[config.mk]
export PLATFORM = sky130hd
export DESIGN_NAME = hazard_ctrl
export DESIGN_NICKNAME = d
export VERILOG_FILES = /design/src/rtl/hazard_pkg.sv /design/src/rtl/hazard_ctrl_mem_wait_ctrl.sv /design/src/rtl/hazard_ctrl.sv
export SDC_FILE = /design/constraint.sdc
export NUM_CORES = 1
export LEC_CHECK = 0
export ABC_AREA = 0
export CAP_MARGIN = 20
export CORE_ASPECT_RATIO = 1.25
export CORE_MARGIN = 5
export CORE_UTILIZATION = 36
export CTS_BUF_LIST = sky130_fd_sc_hd__clkbuf_8
export DETAILED_ROUTE_END_ITERATION = 10
export GPL_TIMING_DRIVEN = 0
export PLACE_DENSITY = 0.83
export REMOVE_ABC_BUFFERS = 1
export SYNTH_ARGS = -nofsm -noshare
export SYNTH_HDL_FRONTEND = slang
export SYNTH_SLANG_ARGS = --single-unit
[constraint.sdc]
create_clock -name i_clk -period 1.92 [get_ports i_clk]
set_clock_uncertainty 0.05 [all_clocks]
set_input_delay 0.288 -clock i_clk [delete_from_list [all_inputs] [get_ports i_clk]]
set_output_delay 0.288 -clock i_clk [all_outputs]
set_load 0.05 [all_outputs]
[src/rtl/hazard_pkg.sv]
// Shared types and helpers for the RV32 pipeline hazard controller.
package hazard_pkg;

  typedef enum logic [1:0] {
    ST_RUN      = 2'b00,
    ST_MEM_WAIT = 2'b01,
    ST_HALT     = 2'b10
  } state_e;

  typedef enum logic [1:0] {
    FWD_RF  = 2'b00,
    FWD_WB  = 2'b01,
    FWD_MEM = 2'b10
  } fwd_e;

  localparam logic [1:0] RESULT_SRC_LOAD = 2'b01;

  // A real register dependency: x0 is hard-wired to zero and never matches.
  function automatic logic reg_match(input logic [4:0] rd, input logic [4:0] rs);
    return (rd != 5'd0) && (rd == rs);
  endfunction

  // Operand source for one EX operand; the younger MEM result wins over WB.
  function automatic fwd_e fwd_sel(input logic [4:0] rs,
                                   input logic [4:0] rd_mem, input logic we_mem,
                                   input logic [4:0] rd_wb,  input logic we_wb);
    fwd_e sel;
    if (we_mem && reg_match(rd_mem, rs)) begin
      sel = FWD_MEM;
    end else if (we_wb && reg_match(rd_wb, rs)) begin
      sel = FWD_WB;
    end else begin
      sel = FWD_RF;
    end
    return sel;
  endfunction

endpackage

[src/rtl/hazard_ctrl_mem_wait_ctrl.sv]
// Data-memory wait tracker: freezes the pipeline while an access is pending
// and halts the core for good when an access hangs for TIMEOUT wait cycles.
module mem_wait_ctrl
  import hazard_pkg::*;
#(
  parameter int TIMEOUT = 256
) (
  input  logic i_clk,
  input  logic i_rst_n,
  input  logic i_mem_req_MEM,
  input  logic i_mem_ready,
  output logic o_freeze,
  output logic o_halted
);

  localparam int CNT_W = $clog2(TIMEOUT);
  localparam logic [CNT_W-1:0] CNT_LAST = CNT_W'(TIMEOUT - 1);

  state_e           state_q, state_d;
  logic [CNT_W-1:0] wait_cnt_q, wait_cnt_d;

  // Next-state and wait counter; ready in the last wait cycle beats the timeout.
  always_comb begin
    state_d    = state_q;
    wait_cnt_d = wait_cnt_q;
    case (state_q)
      ST_RUN: begin
        if (i_mem_req_MEM && !i_mem_ready) begin
          state_d    = ST_MEM_WAIT;
          wait_cnt_d = '0;
        end else begin
          state_d    = ST_RUN;
        end
      end
      ST_MEM_WAIT: begin
        if (i_mem_ready) begin
          state_d = ST_RUN;
        end else if (wait_cnt_q == CNT_LAST) begin
          state_d = ST_HALT;
        end else begin
          wait_cnt_d = wait_cnt_q + CNT_W'(1);
        end
      end
      ST_HALT: begin
        state_d = ST_HALT;
      end
      default: begin
        // An illegal encoding is treated as a fault: stop the core.
        state_d = ST_HALT;
      end
    endcase
  end

  // State and counter registers, cleared asynchronously.
  always_ff @(posedge i_clk or negedge i_rst_n) begin
    if (!i_rst_n) begin
      state_q    <= ST_RUN;
      wait_cnt_q <= '0;
    end else begin
      state_q    <= state_d;
      wait_cnt_q <= wait_cnt_d;
    end
  end

  // Freeze decode: a fresh miss freezes already in its first MEM cycle.
  always_comb begin
    case (state_q)
      ST_RUN:      o_freeze = i_mem_req_MEM && !i_mem_ready;
      ST_MEM_WAIT: o_freeze = !i_mem_ready;
      ST_HALT:     o_freeze = 1'b1;
      default:     o_freeze = 1'b1;
    endcase
  end

  assign o_halted = (state_q == ST_HALT);

endmodule

[src/rtl/hazard_ctrl.sv]
// Hazard and sequencing controller for the five-stage RV32 core: EX operand
// forwarding, load-use bubbles, branch redirect flushes and memory freeze.
// Optional macro HAZARD_PERF_EN adds stall/flush cycle counters.
module hazard_ctrl
  import hazard_pkg::*;
#(
  parameter int TIMEOUT = 256
) (
  input  logic       i_clk,
  input  logic       i_rst_n,
  input  logic [4:0] i_rs1_ID,
  input  logic [4:0] i_rs2_ID,
  input  logic [4:0] i_rs1_EX,
  input  logic [4:0] i_rs2_EX,
  input  logic [4:0] i_rd_EX,
  input  logic [1:0] i_result_src_EX,
  input  logic       i_pc_src_EX,
  input  logic [4:0] i_rd_MEM,
  input  logic       i_reg_write_MEM,
  input  logic [4:0] i_rd_WB,
  input  logic       i_reg_write_WB,
  input  logic       i_mem_req_MEM,
  input  logic       i_mem_ready,
  output logic       o_stall_IF,
  output logic       o_stall_ID,
  output logic       o_stall_EX,
  output logic       o_stall_MEM,
  output logic       o_flush_ID,
  output logic       o_flush_EX,
  output logic [1:0] o_fwd_a_EX,
  output logic [1:0] o_fwd_b_EX,
`ifdef HAZARD_PERF_EN
  output logic [31:0] o_stall_cnt,
  output logic [31:0] o_flush_cnt,
`endif
  output logic       o_halted
);

  logic freeze;
  logic load_use;

  mem_wait_ctrl #(
    .TIMEOUT(TIMEOUT)
  ) u_mem_wait_ctrl (
    .i_clk         (i_clk),
    .i_rst_n       (i_rst_n),
    .i_mem_req_MEM (i_mem_req_MEM),
    .i_mem_ready   (i_mem_ready),
    .o_freeze      (freeze),
    .o_halted      (o_halted)
  );

  assign load_use = (i_result_src_EX == RESULT_SRC_LOAD) &&
                    (reg_match(i_rd_EX, i_rs1_ID) || reg_match(i_rd_EX, i_rs2_ID));

  // Stall/flush priority: freeze, then redirect (ID is wrong-path), then load-use.
  always_comb begin
    o_stall_IF  = 1'b0;
    o_stall_ID  = 1'b0;
    o_stall_EX  = 1'b0;
    o_stall_MEM = 1'b0;
    o_flush_ID  = 1'b0;
    o_flush_EX  = 1'b0;
    if (freeze) begin
      o_stall_IF  = 1'b1;
      o_stall_ID  = 1'b1;
      o_stall_EX  = 1'b1;
      o_stall_MEM = 1'b1;
    end else if (i_pc_src_EX) begin
      o_flush_ID  = 1'b1;
      o_flush_EX  = 1'b1;
    end else if (load_use) begin
      o_stall_IF  = 1'b1;
      o_stall_ID  = 1'b1;
      o_flush_EX  = 1'b1;
    end else begin
      o_flush_EX  = 1'b0;
    end
  end

  // Forwarding selects, independent of freeze.
  always_comb begin
    o_fwd_a_EX = fwd_sel(i_rs1_EX, i_rd_MEM, i_reg_write_MEM, i_rd_WB, i_reg_write_WB);
    o_fwd_b_EX = fwd_sel(i_rs2_EX, i_rd_MEM, i_reg_write_MEM, i_rd_WB, i_reg_write_WB);
  end

`ifdef HAZARD_PERF_EN
  logic [31:0] stall_cnt_q, stall_cnt_d;
  logic [31:0] flush_cnt_q, flush_cnt_d;

  // Free-running event counters, wrapping at 2^32.
  always_comb begin
    stall_cnt_d = stall_cnt_q + {31'd0, o_stall_IF};
    flush_cnt_d = flush_cnt_q + {31'd0, o_flush_ID};
  end

  // Counter registers, cleared asynchronously.
  always_ff @(posedge i_clk or negedge i_rst_n) begin
    if (!i_rst_n) begin
      stall_cnt_q <= 32'd0;
      flush_cnt_q <= 32'd0;
    end else begin
      stall_cnt_q <= stall_cnt_d;
      flush_cnt_q <= flush_cnt_d;
    end
  end

  assign o_stall_cnt = stall_cnt_q;
  assign o_flush_cnt = flush_cnt_q;
`endif

endmodule

==> results.md, run 1 <==
Outcome:
- The run finished, with violations left.
- The final reports fail on negative setup slack.

Floorplanning:
- The number of core rows is 21.
- The area of the core is 0.00271 mm2.
- The width of the die is 57.5 um.
- The initial core utilization is 0.375.
- The die area is 0.00399 mm2.
- The floorplan step set the die height to 69.4 um.
- 55 I/O pins were placed.

Clock tree:
- CTS built an H-tree with a depth of 1.
- The clock passes through at most 2 buffers.
- The tree is rooted in a sky130_fd_sc_hd__clkbuf_8.
- The number of buffers added by the clock tree synthesis step is 3.
- TritonCTS built the clock tree.
- Clock-pin slew was measured on the worst setup and hold paths at 50 ps.
- The insertion delay of the later-clocked pin in the worst-skew pair is about 240 ps.
- The clock sink count is 10.

Synthesis:
- The area of the mapped netlist is 0.00101 mm2.
- The fraction of registers with async set or reset after synthesis is 1.00.
- Summed over all instances, the cell type with the most area after synthesis is sky130_fd_sc_hd__dfrtp_1.
- The most common cell in the synthesized netlist is sky130_fd_sc_hd__xor2_1.
- Counting instances in the post-synthesis netlist gives the leading cell types as 24 x sky130_fd_sc_hd__xor2_1, 10 x sky130_fd_sc_hd__dfrtp_1, 8 x sky130_fd_sc_hd__nor2_1.
- The most used flip-flop cell after synthesis is sky130_fd_sc_hd__dfrtp_1.
- The sequential element share of the synthesized area is 0.247.
- The synthesized design contains 0 enable-type register cells.
- The count of different cell masters after synthesis is 39.
- Ranked by total cell area, the synthesized netlist is headed by sky130_fd_sc_hd__dfrtp_1 25%, sky130_fd_sc_hd__xor2_1 21%, sky130_fd_sc_hd__xnor2_1 5.2%, sky130_fd_sc_hd__or4_1 3.7%, sky130_fd_sc_hd__nand3_1 3.5%.
- The Yosys step of the flow raised 0 warnings.
- The number of instances in the synthesized netlist is ~120.
- Counting flops and latches in the post-synthesis netlist gives 10.
- The average cell area after synthesis is about 8.6 um2.
- The fraction of synthesized cell area taken by the top area cell type is 0.247.

Finish:
- Once layout is done, the placed cells without fillers occupy 0.00173 mm2.
- 0 antenna diodes ended up in the layout.
- In the final layout, the share of cells above drive strength 1 is 0.395.
- The utilization after layout is 0.639.
- The final layout net count is 223.
- The layout overhead on the synthesized area is 70.5%.

STA:
- Subtracting the final worst setup slack from the clock period gives 1970 ps.
- Setup repair after global routing could not meet its margin everywhere.
- The top achievable clock speed is about 500 MHz.
- Setup violations remaining at the end of the flow were counted as 2.
- The final setup slack of the worst path is -50.8 ps.
- The final number of max-transition violations is 0.
- The final critical-path share of the clock period is 1.03.
- Headroom to the max-slew limit came out at 0.591.
- The tightest hold path in the finished design has a slack of about 320 ps.
- The total count of hold-check failures in the final report is 0.
- The transition time at the pin with the least slew margin is ~600 ps.

Pwr:
- The highest ir drop seen on vdd is 473 uV.
- In this run the power density over the cells is 588 mW/mm2.
- The total power is 1020 uW.
- Summed over all cells, the static leakage comes to roughly 0.00073 uW.

Global route:
- Global routing finished with a remaining overflow of 0.
- Across every metal layer, demand over resource in global routing totals 0.164.
- For this run, global-route usage on met3 was measured as 0.0652.
- The most used routing layer is met2.
- The global-route wire length before repair is 5340 um.
- The met2 track utilization from global routing is 0.268.
- The pin count of the biggest net entering global routing is 11.
- The number of global-route vias before repair is 1237.
- The number of antenna violations at the first check in global routing is 0.
- The global-route track usage on met1 is 0.192.

Flow run:
- The tool flagged a number of max-cap violations equal to 0.

Routing:
- For this block, the routed nets add up to 3170 um of wire.
- The first routing iteration left 24 violations.
- Once detail routing completed, the nets flagged for antenna violations numbered 0.
- The average wire length per cell after detail routing is 15.0 um.
- The routed layout has 1125 vias.
- The total DRC errors in the routed layout is 0.
- The number of vias per cell is ~5.3.
- The total iterations of the first detailed-routing run is 4.

Min path:
- The worst min-delay path class is input port to asynchronous set/reset pin.

Worst setup path:
- The worst-case register-to-register setup slack is 110 ps.
- The classification of the worst setup path is input port to primary output.
- The critical-path maximum fanout is 2.
- The category of the worst setup path launch point is an input port.
- At the worst endpoint, the arrival time is 1630 ps.
- STA classifies the critical path endpoint as a primary output.
- Data on the critical path is required at its endpoint by 1580 ps.

Placed design:
- At the placement stage, the worst setup path has a slack of -1150 ps.
- The placed wire-length estimate is 2420 um.
- Routability-driven placement finished with a final weighted congestion of 0.887.
- Port buffering added 54 buffers.
- The instance area at placement is 0.00157 mm2.
[what timing repair did]
item                                    4_1_cts  5_1_grt
resized for setup                           172       40
endpoints found under the setup margin       11       14
setup buffers                                 4        1
hold buffers                                  0        0
gates cloned                                  0        0
pin swaps                                    20       13
[layout make-up]
cell class	instances	area, um2
sequential	10	253
fill	231	976
multi-input combinational	98	876
timing repair buffer	59	479
tap	34	42.5
clock buffer	4	55.1
inverter	6	25.0
[critical path, stage by stage]
cell and delay, ps:
sky130_fd_sc_hd__buf_2 130, sky130_fd_sc_hd__xor2_1 140, sky130_fd_sc_hd__or4_1 520, sky130_fd_sc_hd__nor4_2 310
sky130_fd_sc_hd__buf_4 250
[per-stage QoR]
step	std cells	TNS, ps
after global routing	211	-228
after global placement	202	-8130
after detailed placement	202	-8720
after floorplan	114	-9510
after CTS	210	-80.4
final	211	-69.8
[flip-flops by register name (all words and copies together), names as in the netlist]
register and cells:
u_mem_wait_ctrl.wait_cnt_q 8, u_mem_wait_ctrl.state_q 2
[where the power goes]
part | switching (uW) | internal (uW)
combinational | 277 | 207
clock | 84.2 | 180
sequential | 31.4 | 238
[kinds of logic after synthesis]
logic type | share of synthesized area
flip-flops | 0.247
multiplexers | 0.0197
XOR/XNOR | 0.259
AND/OR/NAND/NOR | 0.250
adder cells (fa/ha/maj) | 0.0123
buffers and inverters | 0.0530
AO/OA/AOI/OAI | 0.159
[metal layers]
layer / up-vias / wire length, um
met1: 514 / 1240
met2: 63 / 1500
li1: 541 / -
met3: 7 / 366
met5: - / 0
met4: 0 / 63
[placed cells by master (no fill, tap or decap), types with 3 or more instances in the layout]
cell                              count
sky130_fd_sc_hd__buf_2                9
sky130_fd_sc_hd__buf_4               13
sky130_fd_sc_hd__buf_6                7
sky130_fd_sc_hd__clkbuf_2             8
sky130_fd_sc_hd__clkbuf_8             4
sky130_fd_sc_hd__clkdlybuf4s15_1      3
sky130_fd_sc_hd__clkdlybuf4s50_1      6
sky130_fd_sc_hd__dfrtp_1              8
sky130_fd_sc_hd__dlygate4sd2_1       10
sky130_fd_sc_hd__inv_1                5
sky130_fd_sc_hd__nand2_1              4
sky130_fd_sc_hd__nand2b_1             3
sky130_fd_sc_hd__nand3_1              7
sky130_fd_sc_hd__nor2_1               6
sky130_fd_sc_hd__nor3_2               3
sky130_fd_sc_hd__or4_4                3
sky130_fd_sc_hd__xnor2_1              6
sky130_fd_sc_hd__xor2_1              20
sky130_fd_sc_hd__xor2_2               4
[worst paths after layout]
kind                                               start                       endpoint  cells after the start
min reg2reg                u_mem_wait_ctrl.wait_cnt_q[7]  u_mem_wait_ctrl.wait_cnt_q[7]                      1
min in group i_clk         u_mem_wait_ctrl.wait_cnt_q[7]  u_mem_wait_ctrl.wait_cnt_q[7]                      1
max in group asynchronous                        i_rst_n     u_mem_wait_ctrl.state_q[0]                      1
max reg2reg                u_mem_wait_ctrl.wait_cnt_q[0]  u_mem_wait_ctrl.wait_cnt_q[3]                      5
max                                          i_rs2_EX[4]                  o_fwd_b_EX[0]                      5
min                                              i_rst_n  u_mem_wait_ctrl.wait_cnt_q[3]                      1
Note: power is estimated with default switching activity, not from simulation.
==> run 2: changes to the inputs <==
--- a/config.mk
+++ b/config.mk
@@ -6,15 +6,16 @@
 export NUM_CORES = 1
 export LEC_CHECK = 0
 export ABC_AREA = 0
-export CAP_MARGIN = 20
+export CAP_MARGIN = 40
 export CORE_ASPECT_RATIO = 1.25
 export CORE_MARGIN = 5
 export CORE_UTILIZATION = 36
 export CTS_BUF_LIST = sky130_fd_sc_hd__clkbuf_8
 export DETAILED_ROUTE_END_ITERATION = 10
 export GPL_TIMING_DRIVEN = 0
-export PLACE_DENSITY = 0.83
+export PLACE_DENSITY = 0.84
 export REMOVE_ABC_BUFFERS = 1
 export SYNTH_ARGS = -nofsm -noshare
 export SYNTH_HDL_FRONTEND = slang
+export SYNTH_HIERARCHICAL = 1
 export SYNTH_SLANG_ARGS = --single-unit
==> run 2 against run 1 <==
Against the previous run:
- the flow still finishes with violations (negative setup slack)
- sequential power shrank 16%
- maximum frequency shrank 1.7%
- power shrank 23%
- synthesized cell count shrank 8.5%
- combinational power shrank 40%
- sequential cell count is the same
- via count shrank 2.3%
- wire length grew 7.4%
- cell area shrank 3.6%
- critical path type unchanged
- largest cell class unchanged
- highest routed layer unchanged
==> results.md, run 2 <==
Placed design:
- The count of input and output buffers is 54 (unchanged).
- The number of placed instances, taps included came to 193 (-4.5%).
- The placed wire-length estimate is 2480 um (+2.7%).
- The instance area at placement was 0.00153 mm2 (-2.4%).
- The global placer's final weighted congestion is 0.898 (+1.2%).
- The setup slack at placement is -1140 ps (+6.09 ps).

Routing:
- The number of vias per cell was 5.36 (+0.55%).
- The sum of routed wire length over all layers is 3400 um (+7.4%).
- The total DRC errors in the routed layout is 0 (unchanged).
- The count of vias placed by the detailed router is 1099 (-2.3%).
- The total iterations of the first detailed-routing run is 4 (unchanged).
- The residual antenna-violating net count after detailed routing is 0 (unchanged).
- The starting DRC count in detailed routing is 33 (+38%).
- The average wire length per cell after detail routing was 16.6 um (+11%).

Worst setup path:
- The endpoint identified for the worst register-to-register timing path is u_mem_wait_ctrl/wait_cnt_q[4].
- The arrival time at the worst endpoint came to 1670 ps (+40 ps).
- The critical-path maximum fanout is 2 (unchanged).
- The worst-case register-to-register setup slack is 150 ps (+40 ps).
- The required time at the endpoint of the critical path is 1580 ps (about the same).
- The origin of the critical flop-to-flop path is u_mem_wait_ctrl/wait_cnt_q[0].
- The type of destination of the critical path is a primary output.
- STA classifies the critical path startpoint as an input port.
- The path depth of the worst reg2reg path was 6 (+1).
- The critical path in this run is classified as input port to primary output.

Synthesis:
- The area of the mapped netlist was 972 um2 (-4.2%).
- In the post-synthesis netlist, the cell with the most instances is sky130_fd_sc_hd__xor2_1.
- The average cell area after synthesis came to 9.00 um2 (+4.7%).
- Yosys attributes the largest share of cell area to sky130_fd_sc_hd__dfrtp_1 26%, sky130_fd_sc_hd__xor2_1 22%, sky130_fd_sc_hd__xnor2_1 6.3%, sky130_fd_sc_hd__or4_1 3.1%, sky130_fd_sc_hd__nand2b_1 2.6%.
- The number of instances in the synthesized netlist is 108 (-8.5%).
- The sequential element share of the synthesized area is 0.257 (+0.0108).
- The fraction of synthesized cell area taken by the top area cell type is 0.257 (+0.0108).
- The fraction of registers with async set or reset after synthesis was 1.00 (unchanged).
- Counting instances in the post-synthesis netlist gives the leading cell types as 24 x sky130_fd_sc_hd__xor2_1, 10 x sky130_fd_sc_hd__dfrtp_1, 7 x sky130_fd_sc_hd__xnor2_1.
- The most used flip-flop cell after synthesis is sky130_fd_sc_hd__dfrtp_1.
- The library cell occupying the most area in the post-synthesis netlist is sky130_fd_sc_hd__dfrtp_1.
- The count of different cell masters after synthesis is 35 (-10%).
- The total of warnings raised by yosys came to 6 (+6).
- The number of enable-type register cells in the synthesized netlist came to 0 (unchanged).
- The register bit total from synthesis is 10 (unchanged).

STA:
- The total count of hold-check failures in the final report is 0 (unchanged).
- The final setup slack of the worst path is -85.7 ps (-34.9 ps).
- The remaining max-slew budget at the tightest pin is 0.671 (+0.0796).
- The transition time at the pin with the least slew margin came to 496 ps (-116 ps).
- The final-report setup violation count is 2 (unchanged).
- The final critical path time including I/O delays and setup is 2010 ps (+34.9 ps).
- Setup repair after global routing could not meet its margin everywhere.
- The final number of max-transition violations is 0 (unchanged).
- The top achievable clock speed is 499 MHz (-1.7%).
- The final critical-path share of the clock period was 1.04 (+0.0182).

Finish:
- The fraction of final layout cells with drive strength greater than 1 was 0.409 (+0.0139).
- The final layout net count came to 217 (-2.7%).
- The antenna diode count is 0 (unchanged).
- The register with the most flip-flops in the final layout is u_mem_wait_ctrl/wait_cnt_q.
- The post-route cell area was 0.00167 mm2 (-3.6%).
- The layout overhead on the synthesized area is 71.6%.
- In the layout the commonest cells are 22 x sky130_fd_sc_hd__xor2_1, 11 x sky130_fd_sc_hd__buf_4, 10 x sky130_fd_sc_hd__clkbuf_2, 10 x sky130_fd_sc_hd__dfrtp_1.
- The largest registers in the layout are u_mem_wait_ctrl/wait_cnt_q x8, u_mem_wait_ctrl/state_q x2.
- The count of fill cells added during filler insertion is 207 (-10%).
- Leaving out fill and tap cells, the most frequent cell in the layout is sky130_fd_sc_hd__xor2_1.
- The post-route non-filler standard cell count is 205 (-2.8%).
- The flip-flop count of the largest register, all copies and words added came to 8 (unchanged).

Pwr:
- The highest ir drop seen on vdd is 462 uV (-2.4%).
- The leakage power came to 0.000747 uW (+2.7%).
- The areal power density over the cells was 471 mW/mm2 (-20%).

Floorplanning:
- The number of core rows is 21 (unchanged).
- The area of the core is 0.00263 mm2 (-2.9%).
- The vertical die dimension was 68.1 um (-1.8%).
- The die area is 0.00385 mm2 (-3.5%).
- The width of the die was 56.5 um (-1.7%).
- The initial core utilization came to 0.370 (-0.00494).
- The count of boundary I/O pins is 55 (unchanged).

Clock tree:
- The number of buffers added by the clock tree synthesis step came to 3 (unchanged).
- The clock edge transition at the registers on the reported setup and hold paths is 50 ps (about the same).
- The number of H-tree levels is 1 (unchanged).
- TritonCTS built the clock tree.
- The insertion delay of the later-clocked pin in the worst-skew pair is 240 ps (about the same).
- The clock sink count is 10 (unchanged).
- The worst-case clock buffer depth is 2 (unchanged).
- CTS placed an instance of sky130_fd_sc_hd__clkbuf_8 at the clock tree root.
- The count of hold buffers inserted by post-cts repair was 0 (unchanged).

Global route:
- The pin count of the biggest net entering global routing is 11 (unchanged).
- The all-layer global routing usage was 0.181 (+0.0165).
- The residual overflow from global routing was 0 (unchanged).
- The number of global-route vias before repair came to 1154 (-6.7%).
- The number of antenna violations at the first check in global routing is 0 (unchanged).
- The global-route wire length before repair is 5440 um (+1.8%).

Min path:
- The worst min-delay path class is input port to asynchronous set/reset pin.

Flow run:
- The number of max-cap violations came to 0 (unchanged).

Outcome:
- The flow ran to the end, but the final reports show violations.
- The final reports fail on negative setup slack.
## run 2: through the flow
stage / total power (uW) / TNS, ps / util / hold WS (ps)
global route: 827 / -366 / 0.635 / 346
global placement: 495 / -8090 / 0.582 / 410
floorplan: 350 / -9560 / - / -57.6
CTS: 771 / -73.4 / 0.619 / 327
finish: 785 / -158 / 0.635 / 319
detailed placement: 501 / -8440 / 0.582 / 432
## run 2: cell type report
type                       instances  area [um2]  share of cell area
sequential                        10         250               0.150
timing repair buffer              62         507               0.304
multi-input combinational         92         802               0.481
tap                               34        42.5              0.0255
clock buffer                       4        55.1              0.0330
inverter                           3        11.3             0.00675
## run 2: cell families (layout without fill, tap and decap cells)
kind of cell	Yosys count	count (layout)	synth area share
flops	10	10	0.257
fa+ha+maj	1	1	0.0129
mux	1	1	0.0116
buf+inv	6	69	0.0386
compound gates	22	22	0.171
simple gates	37	37	0.229
xor+xnor	31	31	0.279
## run 2: report_power, final
| group | internal [uW] | leakage [uW] | switching, uW |
|---|---|---|---|
| Combinational | 137 | 0.000583 | 155 |
| Clock | 181 | 0.0000288 | 86.9 |
| Sequential | 219 | 0.000136 | 7.87 |
| Total | 536 | 0.000747 | 250 |
## run 2: repair_timing
item                       in CTS  in global routing
setup endpoints to repair      11                 18
pin swaps                      18                 11
resized for setup             162                 34
gates cloned                    0                  0
setup buffers                   4                  4
## run 2: worst max-delay path, cell delays in order
cell and delay, ps:
sky130_fd_sc_hd__buf_8 90, sky130_fd_sc_hd__or4_4 540, sky130_fd_sc_hd__o21ai_4 190, sky130_fd_sc_hd__buf_4 140, sky130_fd_sc_hd__nor4_4 40, sky130_fd_sc_hd__nor4_2 140
sky130_fd_sc_hd__buf_4 240
## run 2: worst max-delay path by stage
stage,start,end
after floorplan,i_rd_EX[2],o_stall_ID
after global placement,i_rd_MEM[1],o_fwd_b_EX[0]
after detailed placement,i_rd_MEM[1],o_fwd_b_EX[0]
after CTS,i_rd_MEM[3],o_fwd_b_EX[0]
after global routing,i_rd_MEM[3],o_fwd_a_EX[0]
final,i_rd_MEM[3],o_fwd_a_EX[0]
## run 2: routing by layer
metal | global-route usage | share of wire | vias up
met5 | 0 | 0 | -
met1 | 0.193 | 0.37 | 523
met4 | 0.0534 | 0.0085 | 0
met3 | 0.0509 | 0.083 | 3
met2 | 0.345 | 0.54 | 54
li1 | - | - | 519
==> run 3: changes to the inputs <==
--- a/config.mk
+++ b/config.mk
@@ -14,7 +14,6 @@
 export DETAILED_ROUTE_END_ITERATION = 10
 export GPL_TIMING_DRIVEN = 0
 export PLACE_DENSITY = 0.84
-export REMOVE_ABC_BUFFERS = 1
 export SYNTH_ARGS = -nofsm -noshare
 export SYNTH_HDL_FRONTEND = slang
 export SYNTH_HIERARCHICAL = 1
==> constraint.sdc (replaced) <==
create_clock -name i_clk -period 1.8 [get_ports i_clk]
set_clock_uncertainty 0.05 [all_clocks]
set_input_delay 0.27 -clock i_clk [delete_from_list [all_inputs] [get_ports i_clk]]
set_output_delay 0.27 -clock i_clk [all_outputs]
set_load 0.05 [all_outputs]
==> run 3 against run 2 <==
Against the previous run:
- the run still ends with negative setup slack left
- largest cell class unchanged
- critical path type unchanged
- via count up 1.1%
- sequential cell count is the same
- sequential power grew 6%
- core utilization increased by 6.2 points
- global-route usage is 0.22 points lower
- clock power grew 6%
- hold slack worse by 19 ps
- sequential share of layout area fell by 1.3 points
- worst setup slack lost 100 ps
- non-clock buffer count up 8
- register-to-register slack got worse by 110 ps
==> results.md, run 3 (synthesized netlist as in run 2, its figures left out) <==
Outcome:
- The flow ran to the end, but the final reports show violations.
- The checks that failed: negative setup slack.

Finish:
- The most common cell after layout, fill and taps aside is sky130_fd_sc_hd__xor2_1.
- The flip-flop count of the largest register, all copies and words added is 8 (unchanged).
- The fraction of final layout cells with drive strength greater than 1 came to 0.458 (+0.0487).
- The post-route non-filler standard cell count is 213 (+3.9%).
- The post-route cell area is 0.00183 mm2 (+9.8%).
- The layout overhead on the synthesized area is 88.4%.
- The count of fill cells added during filler insertion came to 195 (-5.8%).
- The antenna diode count is 0 (unchanged).
- In the final layout, the registers with the most flip-flops are u_mem_wait_ctrl/wait_cnt_q x8, u_mem_wait_ctrl/state_q x2.
- The final layout net count is 225 (+3.7%).
- u_mem_wait_ctrl/wait_cnt_q holds more flip-flops than any other register.
- Leaving out fill and tap cells, the most frequent cells in the layout are 23 x sky130_fd_sc_hd__xor2_1, 16 x sky130_fd_sc_hd__dlygate4sd2_1, 13 x sky130_fd_sc_hd__buf_4.

Global route:
- The layer flagged by global routing as most heavily used is met2.
- The pin count of the biggest net entering global routing is 11 (unchanged).
- The global-route wire length before repair is 5380 um (-1.1%).
- The number of global-route vias before repair is 1151 (-0.26%).
- The all-layer global routing usage is 0.179 (-0.00221).
- The met3 track utilization from global routing is 0.0340 (-0.0170).
- The global-route track usage on met1 is 0.195 (+0.00162).
- The number of antenna violations at the first check in global routing came to 0 (unchanged).
- The met2 track utilization from global routing came to 0.348 (+0.00289).
- The residual overflow from global routing was 0 (unchanged).

Floorplanning:
- The count of boundary I/O pins came to 55 (unchanged).
- The vertical die dimension is 68.1 um (unchanged).
- The initial core utilization came to 0.370 (unchanged).
- The number of core rows came to 21 (unchanged).
- The die area is 0.00385 mm2 (unchanged).
- The area of the core is 0.00263 mm2 (unchanged).
- The width of the die came to 56.5 um (unchanged).

Worst setup path:
- The critical-path maximum fanout came to 2 (unchanged).
- The arrival time at the worst endpoint was 1670 ps (about the same).
- The worst setup path is of the input port to primary output kind.
- The category of the worst setup path launch point is an input port.
- The required time at the endpoint of the critical path is 1480 ps (-100 ps).
- The path depth of the worst reg2reg path is 4 (-2).
- The type of destination of the critical path is a primary output.

Placed design:
- The count of input and output buffers came to 54 (unchanged).
- The number of placed instances, taps included is 196 (+1.6%).
- The placed wire-length estimate is 2580 um (+3.9%).
- The global placer's final weighted congestion is 0.882 (-1.7%).
- The instance area at placement is 0.00166 mm2 (+8.3%).

STA:
- The remaining max-slew budget at the tightest pin came to 0.674 (+0.00262).
- Setup repair after global routing could not meet its margin everywhere.
- The transition time at the pin with the least slew margin is 492 ps (-3.94 ps).
- The final number of max-transition violations is 0 (unchanged).
- The final setup slack of the worst path is -190 ps (-104 ps).
- The final critical-path share of the clock period is 1.11.
- The total count of hold-check failures in the final report is 0 (unchanged).
- The final-report setup violation count came to 5 (+3).
- After layout, the minimum clock period comes to 1990 ps.
- The top achievable clock speed is between 500 and 600 MHz.

Clock tree:
- The number of H-tree levels is 1 (unchanged).
- The clock sink count was 10 (unchanged).
- The insertion delay of the later-clocked pin in the worst-skew pair is 240 ps (about the same).
- The count of hold buffers inserted by post-cts repair is 0 (unchanged).
- The number of buffers added by the clock tree synthesis step is 3 (unchanged).
- The clock edge transition at the registers on the reported setup and hold paths is 50 ps (about the same).
- TritonCTS built the clock tree.
- The root buffer cell chosen for the clock tree is sky130_fd_sc_hd__clkbuf_8.
- The worst-case clock buffer depth is 2 (unchanged).

Routing:
- The residual antenna-violating net count after detailed routing was 0 (unchanged).
- The count of vias placed by the detailed router was 1111 (+1.1%).
- The average wire length per cell after detail routing was 16.2 um (-2.5%).
- The number of vias per cell is 5.22 (-2.7%).
- The total iterations of the first detailed-routing run was 4 (unchanged).
- The sum of routed wire length over all layers is 3450 um (+1.4%).
- The total DRC errors in the routed layout was 0 (unchanged).
- The starting DRC count in detailed routing was 28 (-15%).

Pwr:
- The highest ir drop seen on vdd is 490 uV (+6.2%).
- The areal power density over the cells is 478 mW/mm2 (+1.5%).
- The leakage power is 0.000842 uW (+13%).

Synthesis:
- Synthesis produced a netlist with a net count of 153.

Flow run:
- The number of max-cap violations came to 0 (unchanged).

Min path:
- The tightest min-delay check is of the input port to asynchronous set/reset pin type.
## run 3: cell types whose count changed in the layout (fill, tap and decap cells not counted), moves of 3 or more
cell	before	now
sky130_fd_sc_hd__dlygate4sd2_1	8	16
sky130_fd_sc_hd__buf_8	1	5
sky130_fd_sc_hd__clkbuf_2	10	7
sky130_fd_sc_hd__clkdlybuf4s50_1	8	3
## run 3: path summary, 6_finish.rpt
check	from	to	slack, ps
max	i_rd_MEM[4]	o_fwd_a_EX[0]	-190
min	i_rst_n	u_mem_wait_ctrl/wait_cnt_q[3]	300
max reg2reg	u_mem_wait_ctrl/wait_cnt_q[0]	u_mem_wait_ctrl/wait_cnt_q[0]	40
min reg2reg	u_mem_wait_ctrl/wait_cnt_q[7]	u_mem_wait_ctrl/wait_cnt_q[7]	440
max in group asynchronous	i_rst_n	u_mem_wait_ctrl/state_q[1]	1080
min in group i_clk	i_mem_ready	u_mem_wait_ctrl/state_q[1]	410
## run 3: final cells by class
| type | count | area, um2 | area share |
|---|---|---|---|
| Timing Repair Buffer | 67 | 569 | 0.311 |
| Multi-Input combinational cell | 92 | 873 | 0.477 |
| Sequential cell | 10 | 250 | 0.137 |
| Buffer | 3 | 30.0 | 0.0164 |
| Clock buffer | 4 | 55.1 | 0.0301 |
| Tap cell | 34 | 42.5 | 0.0232 |
| Inverter | 3 | 11.3 | 0.00615 |
## run 3: layer usage
layer | vias up | part of all wire
met3 | 6 | 0.053
met1 | 535 | 0.40
met4 | 0 | 0.015
met2 | 37 | 0.53
li1 | 533 | -
met5 | - | 0
## run 3: critical path: stages
cell and delay [ps]:
sky130_fd_sc_hd__buf_8 90, sky130_fd_sc_hd__or4_4 530, sky130_fd_sc_hd__o21ai_4 200, sky130_fd_sc_hd__nor4_4 80, sky130_fd_sc_hd__nor4_4 300, sky130_fd_sc_hd__buf_6 200
## run 3: through the flow
stage,total power (uW),TNS (ps),util,setup slack [ps],hold slack [ps]
floorplan,406,-1350,-,-343,-75.6
global placement,563,-9490,0.630,-1260,421
detailed placement,574,-10020,0.630,-1310,431
CTS,847,-705,0.668,-284,315
global route,916,-847,0.697,-220,323
finish,875,-490,0.697,-190,299
## run 3: repair_timing
item,4_1_cts,5_1_grt
pin swaps,23,11
resized for setup,159,36
endpoints found under the setup margin,13,14
cloned,0,0
setup buffers,7,7
## run 3: power breakdown
part	switching [uW]	internal [uW]	total, uW
Combinational	187	164	351
Clock	90.3	192	283
Sequential	8.17	233	241
